[src/rtl/hud_score_timer.sv]
// HUD game-status controller: BCD game clock and score driven by a four-state game FSM,
// plus a 3-cycle pixel pipeline that renders snapshot values through an external digit ROM.
module hud_score_timer #(
  parameter int PIXEL_DISPLAY_BIT = 9,
  parameter int TICKS_PER_SEC     = 25000000
) (
  input  logic                       clock_25,
  input  logic                       resetn,
  input  logic [PIXEL_DISPLAY_BIT:0] X,
  input  logic [PIXEL_DISPLAY_BIT:0] Y,
  input  logic                       start,
  input  logic                       pause,
  input  logic                       point,
  input  logic                       game_over,
  input  logic                       digit_pixel,
  output logic [10:0]                digit_addr,
  output logic                       hud_pixel,
  output logic [15:0]                time_bcd,
  output logic [11:0]                score_bcd,
  output logic                       sec_tick,
  output logic                       running
);

  localparam int W  = PIXEL_DISPLAY_BIT + 1;
  localparam int PW = (TICKS_PER_SEC > 2) ? $clog2(TICKS_PER_SEC) : 1;
  localparam logic [PW-1:0] PRESC_LAST = PW'(TICKS_PER_SEC - 1);
  localparam logic [15:0]   TIME_MAX   = 16'h9959;
  localparam logic [11:0]   SCORE_MAX  = 12'h999;

  typedef enum logic [1:0] {IDLE, RUN, PAUSED, OVER} state_t;

  state_t        state_q, state_d;
  logic [PW-1:0] presc_q, presc_d;
  logic [15:0]   time_q, time_d;
  logic [11:0]   score_q, score_d;
  logic          tick_q, tick_d;
  logic [15:0]   snap_time_q, snap_time_d;
  logic [11:0]   snap_score_q, snap_score_d;
  logic [10:0]   addr_q, addr_d;
  logic          vld_q, vld_d;
  logic          vld_d1_q;
  logic          hud_q, hud_d;
  logic          clear;

  function automatic logic [15:0] time_inc(input logic [15:0] t);
    logic [15:0] r;
    r = t;
    if (t[3:0] != 4'd9) begin
      r[3:0] = t[3:0] + 4'd1;
    end else begin
      r[3:0] = 4'd0;
      if (t[7:4] != 4'd5) begin
        r[7:4] = t[7:4] + 4'd1;
      end else begin
        r[7:4] = 4'd0;
        if (t[11:8] != 4'd9) begin
          r[11:8] = t[11:8] + 4'd1;
        end else begin
          r[11:8]  = 4'd0;
          r[15:12] = t[15:12] + 4'd1;
        end
      end
    end
    return r;
  endfunction

  function automatic logic [11:0] score_inc(input logic [11:0] s);
    logic [11:0] r;
    r = s;
    if (s[3:0] != 4'd9) begin
      r[3:0] = s[3:0] + 4'd1;
    end else begin
      r[3:0] = 4'd0;
      if (s[7:4] != 4'd9) begin
        r[7:4] = s[7:4] + 4'd1;
      end else begin
        r[7:4]  = 4'd0;
        r[11:8] = s[11:8] + 4'd1;
      end
    end
    return r;
  endfunction

  always_comb begin
    state_d = state_q;
    presc_d = presc_q;
    time_d  = time_q;
    score_d = score_q;
    tick_d  = 1'b0;
    clear   = 1'b0;
    case (state_q)
      IDLE: begin
        if (start) begin
          state_d = RUN;
          clear   = 1'b1;
        end
      end
      RUN: begin
        // Counting happens in every RUN cycle, even the one that leaves RUN.
        if (presc_q == PRESC_LAST) begin
          presc_d = '0;
          if (time_q != TIME_MAX) begin
            time_d = time_inc(time_q);
            tick_d = 1'b1;
          end
        end else begin
          presc_d = presc_q + PW'(1);
        end
        if (point && score_q != SCORE_MAX) score_d = score_inc(score_q);
        if (game_over)  state_d = OVER;
        else if (start) clear   = 1'b1;
        else if (pause) state_d = PAUSED;
      end
      PAUSED: begin
        if (game_over) begin
          state_d = OVER;
        end else if (start) begin
          state_d = RUN;
          clear   = 1'b1;
        end else if (!pause) begin
          state_d = RUN;
        end
      end
      OVER: begin
        if (start) begin
          state_d = RUN;
          clear   = 1'b1;
        end
      end
      default: state_d = IDLE;
    endcase
    if (clear) begin
      presc_d = '0;
      time_d  = '0;
      score_d = '0;
      tick_d  = 1'b0;
    end
  end

  logic       in_band, in_time, in_score;
  logic [5:0] t_off;
  logic [4:0] s_off;
  logic [3:0] row;
  logic [3:0] glyph;

  always_comb begin
    snap_time_d  = snap_time_q;
    snap_score_d = snap_score_q;
    if (X == '0 && Y == '0) begin
      snap_time_d  = time_q;
      snap_score_d = score_q;
    end

    t_off    = 6'(X - W'(174));
    s_off    = 5'(X - W'(444));
    row      = 4'(Y - W'(460));
    in_band  = (Y >= W'(460)) && (Y <= W'(475));
    in_time  = in_band && (X >= W'(174)) && (X <= W'(213));
    in_score = in_band && (X >= W'(444)) && (X <= W'(467));

    glyph = 4'd0;
    if (in_time) begin
      case (t_off[5:3])
        3'd0:    glyph = snap_time_q[15:12];
        3'd1:    glyph = snap_time_q[11:8];
        3'd2:    glyph = 4'd10;
        3'd3:    glyph = snap_time_q[7:4];
        default: glyph = snap_time_q[3:0];
      endcase
    end else if (in_score) begin
      case (s_off[4:3])
        2'd0:    glyph = snap_score_q[11:8];
        2'd1:    glyph = snap_score_q[7:4];
        default: glyph = snap_score_q[3:0];
      endcase
    end

    vld_d  = in_time || in_score;
    addr_d = 11'd0;
    if (in_time)       addr_d = {glyph, row, t_off[2:0]};
    else if (in_score) addr_d = {glyph, row, s_off[2:0]};

    hud_d = digit_pixel & vld_d1_q;
  end

  always_ff @(posedge clock_25 or negedge resetn) begin
    if (!resetn) begin
      state_q      <= IDLE;
      presc_q      <= '0;
      time_q       <= '0;
      score_q      <= '0;
      tick_q       <= 1'b0;
      snap_time_q  <= '0;
      snap_score_q <= '0;
      addr_q       <= '0;
      vld_q        <= 1'b0;
      vld_d1_q     <= 1'b0;
      hud_q        <= 1'b0;
    end else begin
      state_q      <= state_d;
      presc_q      <= presc_d;
      time_q       <= time_d;
      score_q      <= score_d;
      tick_q       <= tick_d;
      snap_time_q  <= snap_time_d;
      snap_score_q <= snap_score_d;
      addr_q       <= addr_d;
      vld_q        <= vld_d;
      vld_d1_q     <= vld_q;
      hud_q        <= hud_d;
    end
  end

  assign digit_addr = addr_q;
  assign hud_pixel  = hud_q;
  assign time_bcd   = time_q;
  assign score_bcd  = score_q;
  assign sec_tick   = tick_q;
  assign running    = (state_q == RUN);

endmodule

[config.mk]
export PLATFORM = sky130hd
export DESIGN_NAME = hud_score_timer
export DESIGN_NICKNAME = d
export VERILOG_FILES = /design/src/rtl/hud_score_timer.sv
export SDC_FILE = /design/constraint.sdc
export NUM_CORES = 1
export LEC_CHECK = 0
export CAP_MARGIN = 40
export CORE_UTILIZATION = 40
export CTS_BUF_LIST = sky130_fd_sc_hd__clkbuf_8
export DETAILED_ROUTE_END_ITERATION = 12
export DONT_BUFFER_PORTS = 1
export GPL_TIMING_DRIVEN = 0
export MAX_ROUTING_LAYER = met4
export PLACE_DENSITY_LB_ADDON = 0.25
export SETUP_SLACK_MARGIN = 0.1
export SLEW_MARGIN = 0
export SYNTH_ARGS = -nofsm -noshare
export SYNTH_HDL_FRONTEND = slang
export SYNTH_SLANG_ARGS = --single-unit
[constraint.sdc]
create_clock -name clock_25 -period 4.6 [get_ports clock_25]
set_clock_uncertainty 0.2 [all_clocks]
set_input_delay 0.69 -clock clock_25 [delete_from_list [all_inputs] [get_ports clock_25]]
set_output_delay 0.69 -clock clock_25 [all_outputs]
set_load 0.05 [all_outputs]
==> results.py, run 1 <==
metrics = {
    "power": {
        "power.density_nw_per_um2": 380.7,
        "p_leak_nw": 2.666,
        "netSwitchingFraction_pct": 37.78,
        "p_seq_share_pct": 49.0,
        "ir_worst_vdd_v": 0.0001821,
        "finalPower_w": 0.002258,
        "share_comb_of_total_power_pct": 22.5,
        "clkPwrFrac_pct": 28.4,
        "power_switching_w": 0.0008530,
        "intPower_w": 0.001405,
    },
    "grt": {
        "grt_pass1_wl_um": 21120,
        "grt_usage_pct": 19.27,
        "grt_overflow_total": 0,
        "grt_pass1_vias": 4280,
        "antenna_found_initial": 0,
        "grt_max_degree": 99,
    },
    "placed_design": {
        "place_congestion": 0.9139,
        "port_buffers": 0,
        "dpl.cell_count": 720,
        "pre_cts_ws_ns": 1.485,
        "hpwl_um": 9053,
    },
    "routing": {
        "drc": 0,
        "wire_per_inst_um": 16.69,
        "vias": 4153,
        "drtIter0Drc": 165,
        "via_per_inst": 5.635,
        "antenna_left": 0,
        "drt-pass1-iter-count": 4,
        "routed_wl_um": 12300,
    },
    "setup_path": {
        "crit_path_end_kind": "flip-flop",
        "cp-start-kind": "flip-flop",
        "reg2reg_depth": 9,
        "rr_endpoint": "presc_q[23]$_DFFE_PN0P_",
        "arrival_ns": 3.11,
        "required_ns": 4.64,
        "cp_max_fo": 10,
        "reg2reg_slack_ns": 1.53,
        "crit_type": "flip-flop to flip-flop",
        "timing.rr.start": "state_q[0]$_DFFE_PN0P_",
    },
    "clock_network": {
        "clkTransAtPathRegs_ns": 0.10,
        "cts-root-buf": "clkbuf_8",
        "cts_sinks": 98,
        "cts_tree": "done",
        "htree_levels": 3,
        "clockBufferDepth": 2,
        "insertion_delay_ns": 0.38,
        "numCtsBuffers": 9,
    },
    "timing": {
        "max_freq_mhz": 326.2,
        "drv_slew": 0,
        "final.min_clock_period_ns": 3.066,
        "slew_headroom_pct": 43.49,
        "setup_tns_ns": 0,
        "rsz0062_at_grt": "no",
        "hold_violations": 0,
        "whs_ns": 0.0003036,
        "fin_crit_sh_pct": 66.64,
        "setup_viol": 0,
        "setup_ws_ns": 1.534,
        "worstMarginPinSlew_ns": 0.8477,
    },
    "logic_synthesis": {
        "yosys-top-cells-area": "dfrtp_1 45%, ha_1 6.0%, mux2_2 5.2%",
        "yosysTopAreaCell": "dfrtp_1",
        "synth-edff-count": 0,
        "synth-seq-cells": 98,
        "synth.most_common_cell": "dfrtp_1",
        "postSynthAreaPerCell_um2": 10.02,
        "syn_area_um2": 5453,
        "synth_nets": 597,
        "synth-main-ff-cell": "dfrtp_1",
        "async_flop_share_pct": 100.0,
        "synth_common_cells": "98 x dfrtp_1, 46 x nand2_1, 36 x nor2_1",
        "netlist_instances": 544,
        "yosysSeqAreaShare_pct": 44.97,
        "netlist.area_leader.share_pct": 44.97,
        "ys_warn_count": 0,
        "yosysUniqueCellTypes": 64,
    },
    "final_layout": {
        "n_antenna_cell": 0,
        "nets": 609,
        "drive_gt1_share_pct": 11.76,
        "syn_to_final_growth_pct": 8.766,
        "stdcell_count": 737,
    },
    "floorplanning": {
        "num_rows": 42,
        "fp.dieH_um": 118.8,
        "dieArea_um2": 14100,
        "coreArea_um2": 13240,
        "die_w_um": 118.8,
        "io_pins": 69,
        "start_util_pct": 41.18,
    },
    "outcome": {
        "status": "complete, no violations",
    },
    "run": {
        "maxCapViolCount": 0,
    },
    "worst_hold_path": {
        "min_path_type": "primary input to async pin",
    },
}
[registers in the layout, summed over array words and instances, names as in the netlist]
register      count
vld_d1_q          1
state_q           2
snap_time_q      16
presc_q          25
snap_score_q     12
time_bcd         16
score_bcd        12
vld_q             1
sec_tick          1
digit_addr       11
hud_pixel         1
[power groups by stage]
stage	sequential (W)	clock, W	combinational, W
after detailed placement	0.00113	0	0.000491
after CTS	0.00111	0.000659	0.000514
after global routing	0.00112	0.000695	0.000581
final	0.00111	0.000642	0.000509
after global placement	0.00112	0	0.000477
after floorplan	0.00110	0	0.000385
[cell families after synthesis]
kind of cell	after synthesis	synth area share [%]
AND/OR/NAND/NOR	217	22.12
flip-flops	98	44.97
XOR/XNOR	19	3.052
buffers and inverters	40	3.006
AO/OA/AOI/OAI	102	12.39
adder cells (fa/ha/maj)	26	5.966
multiplexers	42	8.490
[worst max-delay path: stages (launching register included)]
cell,delay [ns]
dfrtp_1,0.38
inv_1,0.07
ha_1,0.31
nand2b_1,0.18
and2_0,0.15
clkbuf_1,0.19
clkbuf_1,0.42
buf_1,0.48
buf_1,0.44
nor2_1,0.11
[how the worst max path moves through the flow]
stage,start,endpoint,cells past startpoint
2_1_floorplan,X[3],snap_time_q[8]$_DFFE_PN0P_,9
3_3_place_gp,state_q[0]$_DFFE_PN0P_,presc_q[23]$_DFFE_PN0P_,9
3_5_place_dp,X[3],snap_time_q[8]$_DFFE_PN0P_,9
4_1_cts,state_q[0]$_DFFE_PN0P_,presc_q[23]$_DFFE_PN0P_,9
5_1_grt,state_q[0]$_DFFE_PN0P_,time_bcd[14]$_DFFE_PN0P_,9
6_report,state_q[0]$_DFFE_PN0P_,presc_q[23]$_DFFE_PN0P_,9
[area by class of cell]
cell class | instances | area, um2
clock inverter | 7 | 106.4
inverter | 22 | 82.58
clock buffer | 9 | 123.9
tap | 176 | 220.2
fill | 1256 | 7312
sequential | 98 | 2452
timing repair buffer | 1 | 27.53
multi-input combinational | 406 | 2836
buffer | 18 | 81.33
[layout by cell type (no fill, tap or decap), drive strengths merged, types with 5 or more instances in the layout]
cell type / n
o211ai: 8
and3b: 7
inv: 26
or2: 5
ha: 26
a21oi: 25
buf: 10
nand2b: 10
or4: 6
nand2: 47
nor3: 10
nand3b: 6
mux2: 31
xnor2: 12
a31oi: 15
o21ai: 21
and2: 11
mux2i: 11
xor2: 7
nor4: 17
clkbuf: 18
nor2: 37
dfrtp: 98
nand4: 10
nand3: 24
or3: 8
and3: 8
[through the flow]
stage	util (%)	cell area, um2
final	44.78	5931
after global routing	44.78	5931
after CTS	44.78	5931
after detailed placement	42.84	5673
after global placement	42.84	5673
after floorplan	-	5453
[repair_timing]
action | 4_1_cts | 5_1_grt
endpoints found under the hold margin | 98 | 0
hold buffers | 1 | 0
gates resized for setup | 0 | 0
setup buffers | 0 | 0
[routing by layer]
layer / global-route usage, % / wire length, um / vias to the layer above
met3: 4.537 / 663 / 14
met2: 31.91 / 6128 / 94
li1: - / - / 2004
met1: 22.76 / 5345 / 2041
met5: - / 0 / -
met4: 7.120 / 164 / 0
(Power assumes the default switching activity.)
==> run 2, diff against run 1 <==
==> constraint.sdc (replaced) <==
create_clock -name clock_25 -period 2.5 [get_ports clock_25]
set_clock_uncertainty 0.2 [all_clocks]
set_input_delay 0.375 -clock clock_25 [delete_from_list [all_inputs] [get_ports clock_25]]
set_output_delay 0.375 -clock clock_25 [all_outputs]
set_load 0.05 [all_outputs]
==> run 2 against run 1 <==
Compared with the run above: the flow now finishes with violations (hold timing); sequential share of layout area is 1.6 points lower; setup slack worse by 1.4 ns; core utilization up 2.7 points; power rose by 84%; cell count increased by 3.1%; worst hold slack got worse by 0.53 ns; register-to-register slack lost 1.4 ns; routed wire length up 5.1%; largest cell class unchanged; non-clock buffer count up 23; via count rose by 3.6%; critical path type unchanged; sequential cell count did not move; critical path depth fell by 4.
==> results.py, run 2 (synthesis results as in run 1) <==
metrics = {
    "outcome": {
        "status": "finished with violations",
        "violations": "hold timing",
    },
    "floorplanning": {
        "start_util_pct": 41.18,
        "fp.dieH_um": 118.8,
        "io_pins": 69,
        "num_rows": 42,
        "dieArea_um2": 14100,
        "coreArea_um2": 13240,
        "die_w_um": 118.8,
    },
    "timing": {
        "slew_headroom_pct": 52.94,
        "whs_ns": -0.5274,
        "drv_slew": 0,
        "setup_viol": 0,
        "fin_crit_sh_pct": 92.93,
        "rsz0062_at_grt": "yes",
        "setup_ws_ns": 0.1767,
        "final.min_clock_period_ns": 2.323,
        "hold_violations": 98,
        "max_freq_mhz": 430.4,
        "setup_tns_ns": 0,
        "worstMarginPinSlew_ns": 0.6994,
    },
    "setup_path": {
        "max_stage_delay_ns": 0.59,
        "cp_top_family": "simple AND/OR/NAND/NOR gates",
        "cp-start-kind": "flip-flop",
        "reg2reg_depth": 5,
        "crit_path_cell_trace": "or2_4 > or4_4 > o211a_4 > buf_6 > mux2_2",
        "crit_buf_inv": 1,
        "rr_endpoint": "presc_q[0]$_DFFE_PN0P_",
        "crit_path_end_kind": "flip-flop",
        "reg2reg_slack_ns": 0.18,
        "crit_type": "flip-flop to flip-flop",
        "required_ns": 2.58,
        "timing.rr.start": "presc_q[7]$_DFFE_PN0P_",
        "cp_max_fo": 10,
        "slowest_stage": "or4_4",
        "arrival_ns": 2.40,
    },
    "power": {
        "ir_worst_vdd_v": 0.0005621,
        "share_comb_of_total_power_pct": 25.6,
        "power_switching_w": 0.001614,
        "intPower_w": 0.002544,
        "p_seq_share_pct": 50.0,
        "p_leak_nw": 2.756,
        "netSwitchingFraction_pct": 38.81,
        "power.density_nw_per_um2": 661.4,
        "clkPwrFrac_pct": 24.5,
        "finalPower_w": 0.004158,
    },
    "grt": {
        "grt_overflow_total": 0,
        "grt_pass1_vias": 4385,
        "antenna_found_initial": 0,
        "grt_max_degree": 99,
        "grt_usage_pct": 19.98,
        "grt_pass1_wl_um": 21850,
    },
    "clock_network": {
        "cts-root-buf": "clkbuf_8",
        "clkTransAtPathRegs_ns": 0.10,
        "numCtsBuffers": 9,
        "cts_hold_buffers": 7,
        "insertion_delay_ns": 0.39,
        "clockBufferDepth": 2,
        "cts_sinks": 98,
        "htree_levels": 3,
        "cts_tree": "done",
    },
    "final_layout": {
        "regMostFlops": "presc_q",
        "final_common_cell": "dfrtp_1",
        "design_area_um2": 6287,
        "fill_cells": 1242,
        "syn_to_final_growth_pct": 15.31,
        "final_cell_mix": "78 x dfrtp_1, 44 x nand2_1, 32 x nor2_1, 25 x mux2_2",
        "fin_util_pct": 47.48,
        "n_antenna_cell": 0,
        "largest_reg_flops": 25,
        "nets": 632,
        "drive_gt1_share_pct": 24.32,
    },
    "routing": {
        "routed_wl_um": 12930,
        "dr_wl_met2_um": 6446,
        "drc": 0,
        "route.layer.met1.wl_um": 5598,
        "via_per_inst": 5.661,
        "drtIter0Drc": 217,
        "drt-pass1-iter-count": 4,
        "routed.top_layer": "met4",
        "vias": 4302,
        "wl_met3_um": 677,
        "antenna_left": 0,
        "wire_per_inst_um": 17.02,
    },
    "placed_design": {
        "pre_cts_ws_ns": -0.6163,
        "place_area_um2": 5684,
        "hpwl_um": 9159,
        "place_congestion": 0.8950,
        "port_buffers": 0,
    },
    "run": {
        "maxCapViolCount": 0,
    },
    "worst_hold_path": {
        "min_path_type": "primary input to async pin",
    },
}
## run 2: cell type report
type	count	area (um2)	share of cell area, %
plain buffers	16	98.84	1.572
clock buffers	10	137.6	2.189
clock inverters	6	57.56	0.9154
inverters	22	82.58	1.313
multi-input cells	406	2980	47.40
flip-flops and latches	98	2497	39.72
well taps	176	220.2	3.502
repair buffers	26	212.7	3.383
## run 2: worst max-delay path by stage
stage                                     end                     start  depth (start not counted)  slack, ns
global route           presc_q[9]$_DFFE_PN0P_   presc_q[17]$_DFFE_PN0P_                          7       0.09
detailed placement    presc_q[23]$_DFFE_PN0P_    state_q[0]$_DFFE_PN0P_                          9      -0.62
CTS                    presc_q[5]$_DFFE_PN0P_    presc_q[0]$_DFFE_PN0P_                          8       0.10
finish                 presc_q[0]$_DFFE_PN0P_    presc_q[7]$_DFFE_PN0P_                          5       0.18
global placement      presc_q[23]$_DFFE_PN0P_    state_q[0]$_DFFE_PN0P_                          9      -0.62
floorplan           score_bcd[11]$_DFFE_PN0P_  score_bcd[9]$_DFFE_PN0P_                          7       0.07
## run 2: repair_timing
action / in CTS / in global routing
resized for setup: 39 / 38
endpoints found under the setup margin: 43 / 62
hold endpoints to repair: 106 / 98
buffers inserted: 8 / 11
pin swaps: 3 / 11
## run 2: metrics by stage
step | std cells | hold WS [ns]
after floorplan | 544 | -0.1206
after global placement | 720 | -0.1181
after detailed placement | 720 | -0.1187
after CTS | 749 | -0.5536
after global routing | 760 | -0.5653
final | 760 | -0.5274
## run 2: per-layer routing
metal,vias up,track usage (%)
met5,-,-
met4,0,6.013
met3,16,5.212
met2,104,32.75
met1,2131,24.12
li1,2051,-
## run 2: power by group through the flow
| stage | clock network [W] | registers [W] | logic [W] |
|---|---|---|---|
| 6_report | 0.00102 | 0.00208 | 0.00106 |
| 5_1_grt | 0.00111 | 0.00210 | 0.00119 |
| 4_1_cts | 0.00105 | 0.00206 | 0.00101 |
| 3_5_place_dp | 0 | 0.00208 | 0.000912 |
| 3_3_place_gp | 0 | 0.00207 | 0.000884 |
| 2_1_floorplan | 0 | 0.00202 | 0.000712 |
==> patch, RTL diff (settings of run 2) <==
Re-encode `state_t` (4 states) as one-hot, 4 bits wide.
--- a/src/rtl/hud_score_timer.sv
+++ b/src/rtl/hud_score_timer.sv
@@ -29,3 +29,3 @@
 
-  typedef enum logic [1:0] {IDLE, RUN, PAUSED, OVER} state_t;
+  typedef enum logic [3:0] {IDLE = 4'b0001, RUN = 4'b0010, PAUSED = 4'b0100, OVER = 4'b1000} state_t;
 
Behaviour: same outputs for any inputs over 10 cycles, from zero or initial values and one cycle with resetn low; not proved beyond that.
==> patch against run 2 <==
- the run still ends with negative hold slack left
- power increased by 6.5%
- worst hold slack improved by 0.0086 ns
- highest routed layer unchanged
- setup slack got worse by 0.088 ns
- design area increased by 9.1%
- sequential cell count increased by 2
- synthesized area increased by 7.5%
- global-route usage increased by 2.2 points
- first-iteration DRC count increased by 130%
- wire length increased by 22%
==> patch: results (changes against run 2) <==
- Worst slew margin relative to its limit: 49.8% (-3.1 points)
- Area of placed instances: 6100 um^2 (+7.3%)
- Run status: finished, violations left
- Ys flop type: dfrtp_1
- Sequential cell area fraction in the yosys report: 42.7% (-2.3 points)
- H-tree Lvls: 3 (unchanged)
- Drt initial violations: 493 (+130%)
- First-pass GRT wire length: 25,400 um (+16%)
- Max FFs per register: 25 (unchanged)
- Total clock buffers created by CTS: 9 (unchanged)
- Number of global-route vias before repair: 4,976 (+13%)
- Top cells by area in the synthesized netlist: dfrtp_1 (42%), mux2_2 (5.0%), ha_1 (4.9%)
- Most flops, register: presc_q
- Category of cells accounting for the largest share of critical-path delay: simple AND/OR/NAND/NOR gates
- Final weighted congestion of routability-driven global placement: 0.876 (-2.1%)
- Half-perimeter wire length after detailed placement: 10,700 um (+17%)
- Final count of hold timing violations: 100 (+2.0%)
- Maximum fanout encountered on the critical timing path: 7 (-3)
- Hold Path Class: primary input to async pin
- Final routed wire length divided by cell count: 19.1 um (+12%)
- Switching Share: 35.3% (-3.5 points)
- Cell chosen for the clock root: clkbuf_8
- Yosys synthesis warning count: 0 (unchanged)
- Number of vias after detailed routing: 5,069 (+18%)
- Adder and majority cell fraction of the synthesized area: 4.91% (-1.1 points)
- Complex-gate fraction of the synthesized area: 16.8% (+4.4 points)
- Final worst hold slack: -0.519 ns (+0.00863 ns)
- Largest net degree at the start of global routing: 101 (+2.0%)
- Worst-case vdd ir drop: 0.000456 V (-19%)
- Antenna violations before repair: 1 (+1)
- Share of final-layout standard cells stronger than drive strength 1: 23.5% (-0.79 points)
- Leakage: 2.90 nW (+5.3%)
- Number of nets with antenna violations after detailed routing: 0 (unchanged)
- Maximum root-to-sink buffer count: 2 (unchanged)
- Final net count: 692 (+9.5%)
- IO Port Bufs: 0 (unchanged)
- Violations in the final reports: negative hold slack
- Xor/xnor share of the synthesized area: 1.20% (-1.9 points)
- Post-synth ARST share: 100% (unchanged)
- Hold-fix buffer count after cts: 8 (+1)
- Distinct cell type count after synthesis: 79 (+23%)
- Max Slew Vio Count: 0 (unchanged)
- Slowest cell on crit path: or4_1
- Total Routing Usage GR: 22.1% (+2.2 points)
- Stage delay of the slowest cell on the critical path: 0.53 ns (-0.06 ns)
- Synth cell count leaders: dfrtp_1 (99), nand2_1 (44), nor2_1 (32)
- Drt first pass iters: 8 (+4)
- Clock Pin Slew Worst Setup and Hold Paths: 0.10 ns (about the same)
- Multiplexer share of the synthesized area: 6.74% (-1.7 points)
- Net count of the mapped netlist: 646 (+8.2%)
==> patch: power by group through the flow <==
stage / combinational, mW / clock (mW) / sequential (mW)
CTS: 1.18 / 1.08 / 1.90
finish: 1.46 / 1.06 / 1.91
global placement: 1.00 / 0 / 1.92
floorplan: 0.765 / 0 / 1.89
detailed placement: 1.03 / 0 / 1.93
global route: 1.57 / 1.15 / 1.93
==> patch: area by class of cell <==
| cell class | count | area, um^2 |
|---|---|---|
| Inverter | 30 | 129 |
| Fill cell | 1288 | 7230 |
| Antenna cell | 1 | 2.50 |
| Sequential cell | 100 | 2530 |
| Buffer | 27 | 179 |
| Clock buffer | 10 | 138 |
| Tap cell | 180 | 225 |
| Multi-Input combinational cell | 438 | 3290 |
| Clock inverter | 5 | 55.1 |
| Timing Repair Buffer | 36 | 312 |
==> patch: cells by family after synthesis <==
logic type | after synthesis
buffers and inverters | 59
and+or+nand+nor | 232
adders and majority gates | 23
muxes | 36
DFF | 100
AOI/OAI and AO/OA | 138
xor gates and xnor gates | 8
==> patch: timing repair <==
item / in CTS / in global routing
buffers inserted: 8 / 19
pin swaps: 8 / 11
hold endpoints to repair: 107 / 100
gates resized for setup: 41 / 47
cloned: 0 / 2
setup endpoints to repair: 54 / 51
==> patch: worst paths after layout <==
check,startpoint,endpoint,slack [ns],cells past startpoint
max in group asynchronous,resetn,state_q[0],2.39,0
setup reg to reg,state_q[0],score_bcd[11],0.09,9
setup / recovery,state_q[0],score_bcd[11],0.09,9
min in group clock_25,Y[2],digit_addr[5],0.02,2
hold / removal,resetn,snap_time_q[5],-0.52,0
hold reg to reg,vld_q,vld_d1_q,0.16,0
==> patch: metal layers <==
layer / global-route usage, % / vias up / share of wire (%)
met3: 6.18 / 19 / 7.5
met1: 26.7 / 2505 / 43
met2: 35.6 / 212 / 48
met4: 7.45 / 0 / 1.5
met5: - / - / 0
li1: - / 2333 / -
==> patch: through the flow <==
step / utilization (%) / setup slack, ns / setup TNS [ns] / cells
final: 48.7 / 0.0889 / 0 / 827
after global routing: 48.7 / 0.0328 / 0 / 827
after global placement: 43.2 / -0.257 / -7.98 / 776
after detailed placement: 43.3 / -0.326 / -10.73 / 777
after CTS: 46.6 / 0.0627 / 0 / 806
after floorplan: - / 0.107 / 0 / 596
